$ cat config.mk
export PLATFORM = sky130hd
export DESIGN_NAME = gpu_instruction_dispatcher
export DESIGN_NICKNAME = d
export VERILOG_FILES = /design/src/rtl/gpu_instruction_dispatcher.sv
export SDC_FILE = /design/constraint.sdc
export NUM_CORES = 1
export LEC_CHECK = 0
export BUFFER_PORTS_ARGS = -buffer_cell sky130_fd_sc_hd__buf_2
export CAP_MARGIN = 20
export CELL_PAD_IN_SITES_DETAIL_PLACEMENT = 1
export CELL_PAD_IN_SITES_GLOBAL_PLACEMENT = 2
export CORE_MARGIN = 2
export CORE_UTILIZATION = 32
export CTS_CLUSTER_DIAMETER = 100
export CTS_CLUSTER_SIZE = 12
export DETAILED_ROUTE_END_ITERATION = 6
export PLACE_DENSITY = 0.84
export SETUP_SLACK_MARGIN = 0.05
export SLEW_MARGIN = 10
export SYNTH_ARGS = -nofsm -noshare
export SYNTH_HDL_FRONTEND = slang
export SYNTH_SLANG_ARGS = --single-unit
$ cat constraint.sdc
create_clock -name clk -period 5.7 [get_ports clk]
set_input_delay 1.71 -clock clk [delete_from_list [all_inputs] [get_ports clk]]
set_output_delay 1.71 -clock clk [all_outputs]
set_load 0.1 [all_outputs]
$ cat src/rtl/gpu_instruction_dispatcher.sv
// GPU instruction dispatcher: fetches one instruction from the FIFO head,
// decodes it, starts the matching raster engine and waits for its done
// (or a timeout) before fetching again. All outputs come from flops.
`ifndef WIDTH_BITS
`define WIDTH_BITS 10
`endif
`ifndef HEIGHT_BITS
`define HEIGHT_BITS 9
`endif
`ifndef CHANNEL_BITS
`define CHANNEL_BITS 8
`endif

module gpu_instruction_dispatcher #(
  parameter int unsigned TIMEOUT_CYCLES = 65535,
  // Reset value of instr_count_o; left at zero except to exercise the wrap.
  parameter logic [15:0] COUNT_PRESET   = 16'h0000
) (
  input  logic                     clk,
  input  logic                     rst,
  input  logic                     enable_i,
  input  logic                     fifo_empty_i,
  output logic                     pop_instruction_o,
  input  logic [3:0]               opcode_i,
  input  logic [`WIDTH_BITS-1:0]   x1_i,
  input  logic [`WIDTH_BITS-1:0]   x2_i,
  input  logic [`WIDTH_BITS-1:0]   rad_i,
  input  logic [`HEIGHT_BITS-1:0]  y1_i,
  input  logic [`HEIGHT_BITS-1:0]  y2_i,
  input  logic [`CHANNEL_BITS-1:0] r_i,
  input  logic [`CHANNEL_BITS-1:0] g_i,
  input  logic [`CHANNEL_BITS-1:0] b_i,
  input  logic [2:0]               quad_i,
  output logic [`WIDTH_BITS-1:0]   x1_o,
  output logic [`WIDTH_BITS-1:0]   x2_o,
  output logic [`WIDTH_BITS-1:0]   rad_o,
  output logic [`HEIGHT_BITS-1:0]  y1_o,
  output logic [`HEIGHT_BITS-1:0]  y2_o,
  output logic [`CHANNEL_BITS-1:0] r_o,
  output logic [`CHANNEL_BITS-1:0] g_o,
  output logic [`CHANNEL_BITS-1:0] b_o,
  output logic [2:0]               quad_o,
  output logic                     start_line_o,
  output logic                     start_circle_o,
  output logic                     start_rect_o,
  input  logic                     line_done_i,
  input  logic                     circle_done_i,
  input  logic                     rect_done_i,
  output logic                     abort_o,
  output logic                     timeout_o,
  output logic                     err_illegal_o,
  output logic                     frame_done_o,
  output logic                     busy_o,
  output logic [15:0]              instr_count_o
);

  localparam logic [3:0] OP_NOP    = 4'b0000;
  localparam logic [3:0] OP_LINE   = 4'b0100;
  localparam logic [3:0] OP_CIRCLE = 4'b0101;
  localparam logic [3:0] OP_RECT   = 4'b0110;
  localparam logic [3:0] OP_FLUSH  = 4'b1111;

  localparam int unsigned TW = (TIMEOUT_CYCLES > 1) ? $clog2(TIMEOUT_CYCLES) : 1;
  localparam logic [TW-1:0] TIMER_LAST = TW'(TIMEOUT_CYCLES - 1);

  typedef enum logic [1:0] {IDLE, DECODE, DISPATCH, WAIT} state_t;

  state_t r_state;
  state_t w_state_nxt;

  logic [3:0]               r_opcode;
  logic [`WIDTH_BITS-1:0]   r_x1, r_x2, r_rad;
  logic [`HEIGHT_BITS-1:0]  r_y1, r_y2;
  logic [`CHANNEL_BITS-1:0] r_r, r_g, r_b;
  logic [2:0]               r_quad;
  logic [TW-1:0]            r_timer;
  logic [15:0]              r_count;
  logic r_pop, r_start_line, r_start_circle, r_start_rect;
  logic r_timeout, r_err, r_frame, r_busy;

  logic w_fetch, w_start_line, w_start_circle, w_start_rect;
  logic w_timeout, w_err, w_frame, w_count_inc, w_timer_clr, w_timer_inc;
  logic w_done_sel;

  // Only the engine that was dispatched may complete the instruction.
  always_comb begin
    w_done_sel = 1'b0;
    case (r_opcode)
      OP_LINE:   w_done_sel = line_done_i;
      OP_CIRCLE: w_done_sel = circle_done_i;
      OP_RECT:   w_done_sel = rect_done_i;
      default:   w_done_sel = 1'b0;
    endcase
  end

  // Next-state and next-pulse decode; every pulse defaults low.
  always_comb begin
    w_state_nxt    = r_state;
    w_fetch        = 1'b0;
    w_start_line   = 1'b0;
    w_start_circle = 1'b0;
    w_start_rect   = 1'b0;
    w_timeout      = 1'b0;
    w_err          = 1'b0;
    w_frame        = 1'b0;
    w_count_inc    = 1'b0;
    w_timer_clr    = 1'b0;
    w_timer_inc    = 1'b0;
    case (r_state)
      IDLE: begin
        if (enable_i && !fifo_empty_i) begin
          w_fetch     = 1'b1;
          w_state_nxt = DECODE;
        end
      end
      DECODE: begin
        case (r_opcode)
          OP_LINE, OP_CIRCLE, OP_RECT: w_state_nxt = DISPATCH;
          OP_NOP:   w_state_nxt = IDLE;
          OP_FLUSH: begin
            w_frame     = 1'b1;
            w_state_nxt = IDLE;
          end
          default: begin
            w_err       = 1'b1;
            w_state_nxt = IDLE;
          end
        endcase
      end
      DISPATCH: begin
        w_start_line   = (r_opcode == OP_LINE);
        w_start_circle = (r_opcode == OP_CIRCLE);
        w_start_rect   = (r_opcode == OP_RECT);
        w_timer_clr    = 1'b1;
        w_state_nxt    = WAIT;
      end
      WAIT: begin
        // A done arriving on the last timer cycle still counts as done.
        if (w_done_sel) begin
          w_count_inc = 1'b1;
          w_state_nxt = IDLE;
        end else if (r_timer == TIMER_LAST) begin
          w_timeout   = 1'b1;
          w_state_nxt = IDLE;
        end else begin
          w_timer_inc = 1'b1;
        end
      end
      default: w_state_nxt = IDLE;
    endcase
  end

  // State, latched instruction, counters and registered output pulses.
  always_ff @(posedge clk or posedge rst) begin
    if (rst) begin
      r_state        <= IDLE;
      r_busy         <= 1'b0;
      r_pop          <= 1'b0;
      r_start_line   <= 1'b0;
      r_start_circle <= 1'b0;
      r_start_rect   <= 1'b0;
      r_timeout      <= 1'b0;
      r_err          <= 1'b0;
      r_frame        <= 1'b0;
      r_opcode       <= 4'b0000;
      r_x1           <= '0;
      r_x2           <= '0;
      r_rad          <= '0;
      r_y1           <= '0;
      r_y2           <= '0;
      r_r            <= '0;
      r_g            <= '0;
      r_b            <= '0;
      r_quad         <= 3'b000;
      r_timer        <= '0;
      r_count        <= COUNT_PRESET;
    end else begin
      r_state        <= w_state_nxt;
      r_busy         <= (w_state_nxt != IDLE);
      r_pop          <= w_fetch;
      r_start_line   <= w_start_line;
      r_start_circle <= w_start_circle;
      r_start_rect   <= w_start_rect;
      r_timeout      <= w_timeout;
      r_err          <= w_err;
      r_frame        <= w_frame;
      // The operand bus is the latched head; it only changes on a fetch.
      if (w_fetch) begin
        r_opcode <= opcode_i;
        r_x1     <= x1_i;
        r_x2     <= x2_i;
        r_rad    <= rad_i;
        r_y1     <= y1_i;
        r_y2     <= y2_i;
        r_r      <= r_i;
        r_g      <= g_i;
        r_b      <= b_i;
        r_quad   <= quad_i;
      end
      if (w_count_inc) begin
        r_count <= r_count + 16'd1;
      end
      if (w_timer_clr) begin
        r_timer <= '0;
      end else if (w_timer_inc) begin
        r_timer <= r_timer + TW'(1);
      end
    end
  end

  assign pop_instruction_o = r_pop;
  assign start_line_o      = r_start_line;
  assign start_circle_o    = r_start_circle;
  assign start_rect_o      = r_start_rect;
  assign timeout_o         = r_timeout;
  assign abort_o           = r_timeout;
  assign err_illegal_o     = r_err;
  assign frame_done_o      = r_frame;
  assign busy_o            = r_busy;
  assign instr_count_o     = r_count;
  assign x1_o              = r_x1;
  assign x2_o              = r_x2;
  assign rad_o             = r_rad;
  assign y1_o              = r_y1;
  assign y2_o              = r_y2;
  assign r_o               = r_r;
  assign g_o               = r_g;
  assign b_o               = r_b;
  assign quad_o            = r_quad;

endmodule
; ---- Word level (Yosys, flattened, before mapping)
; Index checks and enable logic that the tools add are counted.
[word_totals]
inputBits = 86
out_inout_bits = 100
register_bits = 121
word_cells = 65
[classes]
n_eq_ne = 8
mux = 26
n_reduce_logical = 8
n_addsub = 2
[op_table]
columns = operator, count
row1 = adder 16 x 1 -> 16 bit (second input constant), 2
row2 = 2-to-1 mux 16 bit, 2
row3 = 2-to-1 mux 1 bit, 18
row4 = equality test 16 bit (second input constant), 1
row5 = equality test 4 x 3 -> 1 bit (second input constant), 3
row6 = 2-to-1 mux 2 bit, 4
row7 = one-hot mux 2 bit (4 select lines), 1
row8 = OR reduction 5 bit, 1
row9 = equality test 2 bit (second input constant), 2
row10 = equality test 4 bit (second input constant), 1
row11 = zero test 4 bit, 1
row12 = nonzero test 2 bit, 2
row13 = one-hot mux 1 bit (3 select lines), 1
row14 = OR reduction 3 bit, 1
row15 = equality test 2 x 1 -> 1 bit (second input constant), 1
row16 = zero test 2 bit, 1
row17 = logical AND 1 bit, 1
row18 = zero test 1 bit, 1

; ---- Depth between registers and ports, before layout
[logic_depth]
depth_word = 6
ltp_mapped = 7
depth_no_buf = 6

; ---- Least setup slack after synthesis
; Ideal clock, no wire load.
[synth_timing]
path_type = input -> register
startpoint = in line_done_i
endpoint = reg r_timer[15]
path_slack_ns = 2.566
n_path_buf = 0
setup_ns = 0.124
t_required_ns = 5.576
cell_stages = 5
t_arrival_ns = 3.010
path_cell_list = mux2_4 a32oi_4 o211ai_4 o311a_1 a211o_1
[synth_between]
elab_chain_cells = 4
[synth_rtl]
columns = item, line
row1 = from (decl), 46  ; input logic line_done_i,
row2 = one-hot mux 1 bit (3 select lines), 88  ; case (r_opcode)
row3 = 2-to-1 mux 1 bit, 139  ; if (w_done_sel) begin
row4 = 2-to-1 mux 1 bit, 109  ; case (r_state)
row5 = nonzero test 2 bit (no source line), n/a
row6 = to (signal assigned), 206  ; r_timer <= r_timer + TW'(1);
row7 = to (decl), 76  ; logic [TW-1:0] r_timer;
; Every way passes these cells.
; A chain may end at the register's enable or synchronous reset.

; ---- Worst setup path after layout
[layout_timing]
startpoint = in fifo_empty_i
endpoint = reg r_quad[1], in the netlist quad_o[1]
[layout_between]
elab_chain_cells = 4
[layout_rtl]
columns = item, line
row1 = from (decl), 22  ; input logic fifo_empty_i,
row2 = zero test 1 bit, 111  ; if (enable_i && !fifo_empty_i) begin
row3 = logical AND 1 bit, 111
row4 = 2-to-1 mux 1 bit, 111
row5 = 2-to-1 mux 1 bit, 109
row6 = to (signal assigned), 198  ; r_quad <= quad_i;
row7 = to (decl), 75  ; logic [2:0] r_quad;
; Every way passes these cells.

==> results <==
- The run finished with clean final reports.
- The register bit count reported by yosys is 121.
- From left edge to right edge, the die measures 130 um.
- The library cell used most frequently in the layout, excluding fill and tap cells, is sky130_fd_sc_hd__buf_2.
- The detail-routed net length per standard cell is 17.4 um.
- The simple-gate area share of the yosys netlist is 10.5%.
- The die covers 0.0170 mm^2.
- The tightest slew margin relative to the limit is 32.6%.
- The floorplan has 46 rows.
- The type of destination of the critical path is a flip-flop.
- Counting flops with a built-in enable in the synthesized netlist gives 0.
- The post-synthesis to final-layout area growth is 33.1%.
- Setup repair after global routing left no endpoint under its margin.
- The root buffer cell chosen for the clock tree is sky130_fd_sc_hd__clkbuf_16.
- After detailed routing, the number of vias per cell comes to 4.82.
- The source-to-sink clock delay at the later pin of the worst-skew pair is 410 ps.
- The global-route wire length before repair is 22100 um.
- The part of the cycle the worst path needs is 53.6%.
- The number of distinct library cell variants in the gate-level netlist after synthesis is 53.
- The detail route stage leaves a number of antenna-violating nets equal to 0.
- The startpoint identified for the worst register-to-register timing path is r_state[0].
- The average instance in the mapped netlist occupies 13.3 um^2.
- The startpoint of the worst hold path is instr_count_o[15].
- The top cell types in the final layout, fill and taps aside, are sky130_fd_sc_hd__buf_2, sky130_fd_sc_hd__dfrtp_1, sky130_fd_sc_hd__mux2_2.
- Counting I/O delays and the setup requirement, the final critical path takes 3050 ps.
- After global routing the overflow that remains totals 0.
- The final sum of negative setup slack is 0 ps.
- The count of endpoints failing hold in the final timing report is 0.
- The clock net sink count is 121.
- Detailed placement ended at an HPWL of 10200 um.
- Along the worst hold path, the cell count comes to 1.
- The number of buffers added by the clock tree synthesis step is 17.
- The number of buffers inserted to repair setup after CTS is 0.
- The cell total after placement is 770.
- The number of antenna violations at the first check in global routing came to 1.
- Clock-pin slew was measured on the worst setup and hold paths at 60 ps.
- The all-layer global routing usage is 17.0%.
- The TritonCTS clock tree is built.
- The pre-antenna-repair detailed-routing pass consisted of 4 iterations.
- Summed over all instances, the cell type with the most area after synthesis is sky130_fd_sc_hd__dfrtp_1.
- The post-cts hold buffer count is 0.
- The arrival time reported for the critical path endpoint is 3350 ps.
- The synthesized netlist occupies a cell area of 0.00510 mm^2.
- For this run, the number of standard cells in the final layout without fillers is 802.
- The nature of the critical path startpoint is an input pin.
- The clock tree synthesis step divided the H-tree into 4 levels.
- The number of warnings issued by yosys is 0.
- The class of the tightest hold or removal check is reg -> reg.
- The floorplan step defined a core boundary enclosing 0.0157 mm^2.
- The setup-violating endpoint count in the final report is 0.
- The net count after synthesis is 473.
- The via count of the first global-routing pass is 4200.
- The reg2reg setup slack is 3350 ps.
- Hold timing on the final database bottoms out at a slack of 465 ps.
- For this run, the leading register cell type out of synthesis is sky130_fd_sc_hd__dfrtp_1.
- The longest individual stage delay on the worst path is 780 ps.
- STA puts the critical path data required time at 6000 ps.
- The initial core utilization is 32.5%.
- Of the post-synthesis cell area, the dominant cell type holds 59.3%.
- The worst register-to-register path has a depth of 4.
- After synthesis, the share of cell area in mux cells is 17.7%.
- Based on the critical path, the design can be clocked at up to 327 MHz.
- Entering global routing, the biggest net connects 84 pins.
- The fraction of the mapped netlist area in compound gates is 6.62%.
- In the synthesized netlist the async set-or-reset flop fraction comes to 100%.
- The y dimension of the die is 130 um.
- The tool flagged a number of max-cap violations equal to 0.
- Synthesis handed over a netlist of 384 instances.
- The highest-delay cell along the critical path is sky130_fd_sc_hd__buf_4.
- After synthesis, the largest family of logic cells by area is multiplexers.
- At the end of the flow, the number of nets in the layout was 662.
- The least setup slack across all paths after layout is 2650 ps.
- The capture endpoint of the worst hold path is instr_count_o[15].
- Gates resized during post-CTS repair numbered 0.
- The fill cell instance count of the final layout is 1712.
- The critical path goes through buf_2 -> nor4b_2 -> buf_4 -> mux2_2.
- The detailed router finished its first iteration with 133 violations.
- The biggest fanout along the worst timing path is 83.
- For the final database, setup skew stands at 7.96 ps.
- Summing the areas of all xor and xnor instances in the mapped netlist gives 2.57% of the synthesized area.
- The count of pins over their slew limit is 0.
- Summing all multi-input logic gate instances after layout gives 0.00196 mm^2.
- Across the whole layout, storage elements account for 0.00303 mm^2.
- For this run, design rule violations remaining after detail routing come to 0.
- The post-route netlist has 52.7% of its cells at a drive strength greater than 1.
- The number of top-level design ports is 186.
- Input and output buffers added on the ports amount to 185.
- The post-detailed-routing wire length is 14000 um.
- The final antenna diode count is 0.
- The share of synthesized cell area in full adder, half adder and majority cells is 0.932%.
- At the end of routability-driven placement, the weighted congestion stood at 0.794.
- Before CTS, the worst setup slack after placement is 2210 ps.
- Sequential cells were found to cover 59.3% of the synthesized design area.
- Counting along the longest clock path gives a buffer depth of 2.
- Summing over every cut layer, the via total after detailed routing is 3869.
- The type of the worst setup path is in -> reg.
- By area the synthesized netlist is led by sky130_fd_sc_hd__dfrtp_1, sky130_fd_sc_hd__mux2_2, sky130_fd_sc_hd__nand2_1.
- For the pin with the worst max-slew slack, the measured transition is 1010 ps.
- In this run the critical register-to-register path is captured at instr_count_o[13].
==> per-layer routing <==
| metal | global-route usage (%) | routed length (um) |
|---|---|---|
| met5 | 0 | 13 |
| met4 | 5.31 | 217 |
| met3 | 7.91 | 1240 |
| met2 | 28.4 | 7070 |
| met1 | 19.5 | 5440 |
==> kinds of logic after synthesis <==
family	Yosys count
buffers and inverters	26
flip-flops	121
AO/OA/AOI/OAI	37
AND/OR/NAND/NOR	101
multiplexers	80
XOR/XNOR	15
adder cells (fa/ha/maj)	4
==> synth_stat cells, types with 2 or more instances <==
master / n
sky130_fd_sc_hd__or4_1: 3
sky130_fd_sc_hd__clkbuf_1: 8
sky130_fd_sc_hd__mux2_2: 79
sky130_fd_sc_hd__nor3b_1: 2
sky130_fd_sc_hd__nor3_1: 8
sky130_fd_sc_hd__xnor2_1: 10
sky130_fd_sc_hd__nand4_1: 9
sky130_fd_sc_hd__a211o_1: 4
sky130_fd_sc_hd__o21ai_0: 3
sky130_fd_sc_hd__and2b_1: 2
sky130_fd_sc_hd__o211ai_1: 3
sky130_fd_sc_hd__buf_2: 8
sky130_fd_sc_hd__nor2_1: 11
sky130_fd_sc_hd__o311a_1: 2
sky130_fd_sc_hd__inv_1: 8
sky130_fd_sc_hd__and3_1: 3
sky130_fd_sc_hd__o211a_1: 2
sky130_fd_sc_hd__o311ai_0: 2
sky130_fd_sc_hd__nand3_1: 16
sky130_fd_sc_hd__xor2_1: 5
sky130_fd_sc_hd__ha_1: 3
sky130_fd_sc_hd__a21oi_1: 4
sky130_fd_sc_hd__nor4_1: 3
sky130_fd_sc_hd__dfrtp_1: 121
sky130_fd_sc_hd__and2_1: 2
sky130_fd_sc_hd__nor4b_1: 2
sky130_fd_sc_hd__a22o_1: 2
sky130_fd_sc_hd__a2111o_1: 2
sky130_fd_sc_hd__or3_1: 5
sky130_fd_sc_hd__nand2_1: 29
==> worst max-delay path by stage <==
stage	start	endpoint	slack, ps	cells past startpoint
detailed placement	fifo_empty_i	quad_o[1]	2210	4
floorplan	rst	abort_o	780	1
global route	fifo_empty_i	b_o[0]	2540	4
CTS	instr_count_o[0]	instr_count_o[0]	2660	1
global placement	fifo_empty_i	b_o[3]	2250	4
finish	fifo_empty_i	quad_o[1]	2650	4
==> per-stage QoR <==
stage	area [um^2]	util [%]
floorplan	5100	-
finish	6790	43.2
global route	6790	43.2
global placement	6240	39.7
CTS	6790	43.2
detailed placement	6240	39.7
==> state kept, by name, summed over array words and instances, names as in the netlist, 2 cells and up <==
register	cells
x2_o	10
rad_o	10
y2_o	9
r_opcode	4
r_o	8
instr_count_o	16
g_o	8
r_state	2
r_timer	16
b_o	8
quad_o	3
y1_o	9
x1_o	10
==> worst max-delay path, delay by kind of cell <==
| family | cells | cell delay (ps) |
|---|---|---|
| simple gates | 1 | 250 |
| buf+inv | 2 | 880 |
| mux | 1 | 430 |
==> final cells by class <==
type	count	area share (%)
flip-flops and latches	121	44.6
multi-input cells	237	28.9
well taps	216	3.98
clock buffers	19	6.67
repair buffers	188	14.0
inverters	8	0.479
clock inverters	13	1.42
Power is not shown: default switching activity piles up to over one toggle a cycle in this logic, so the estimate is an artifact.
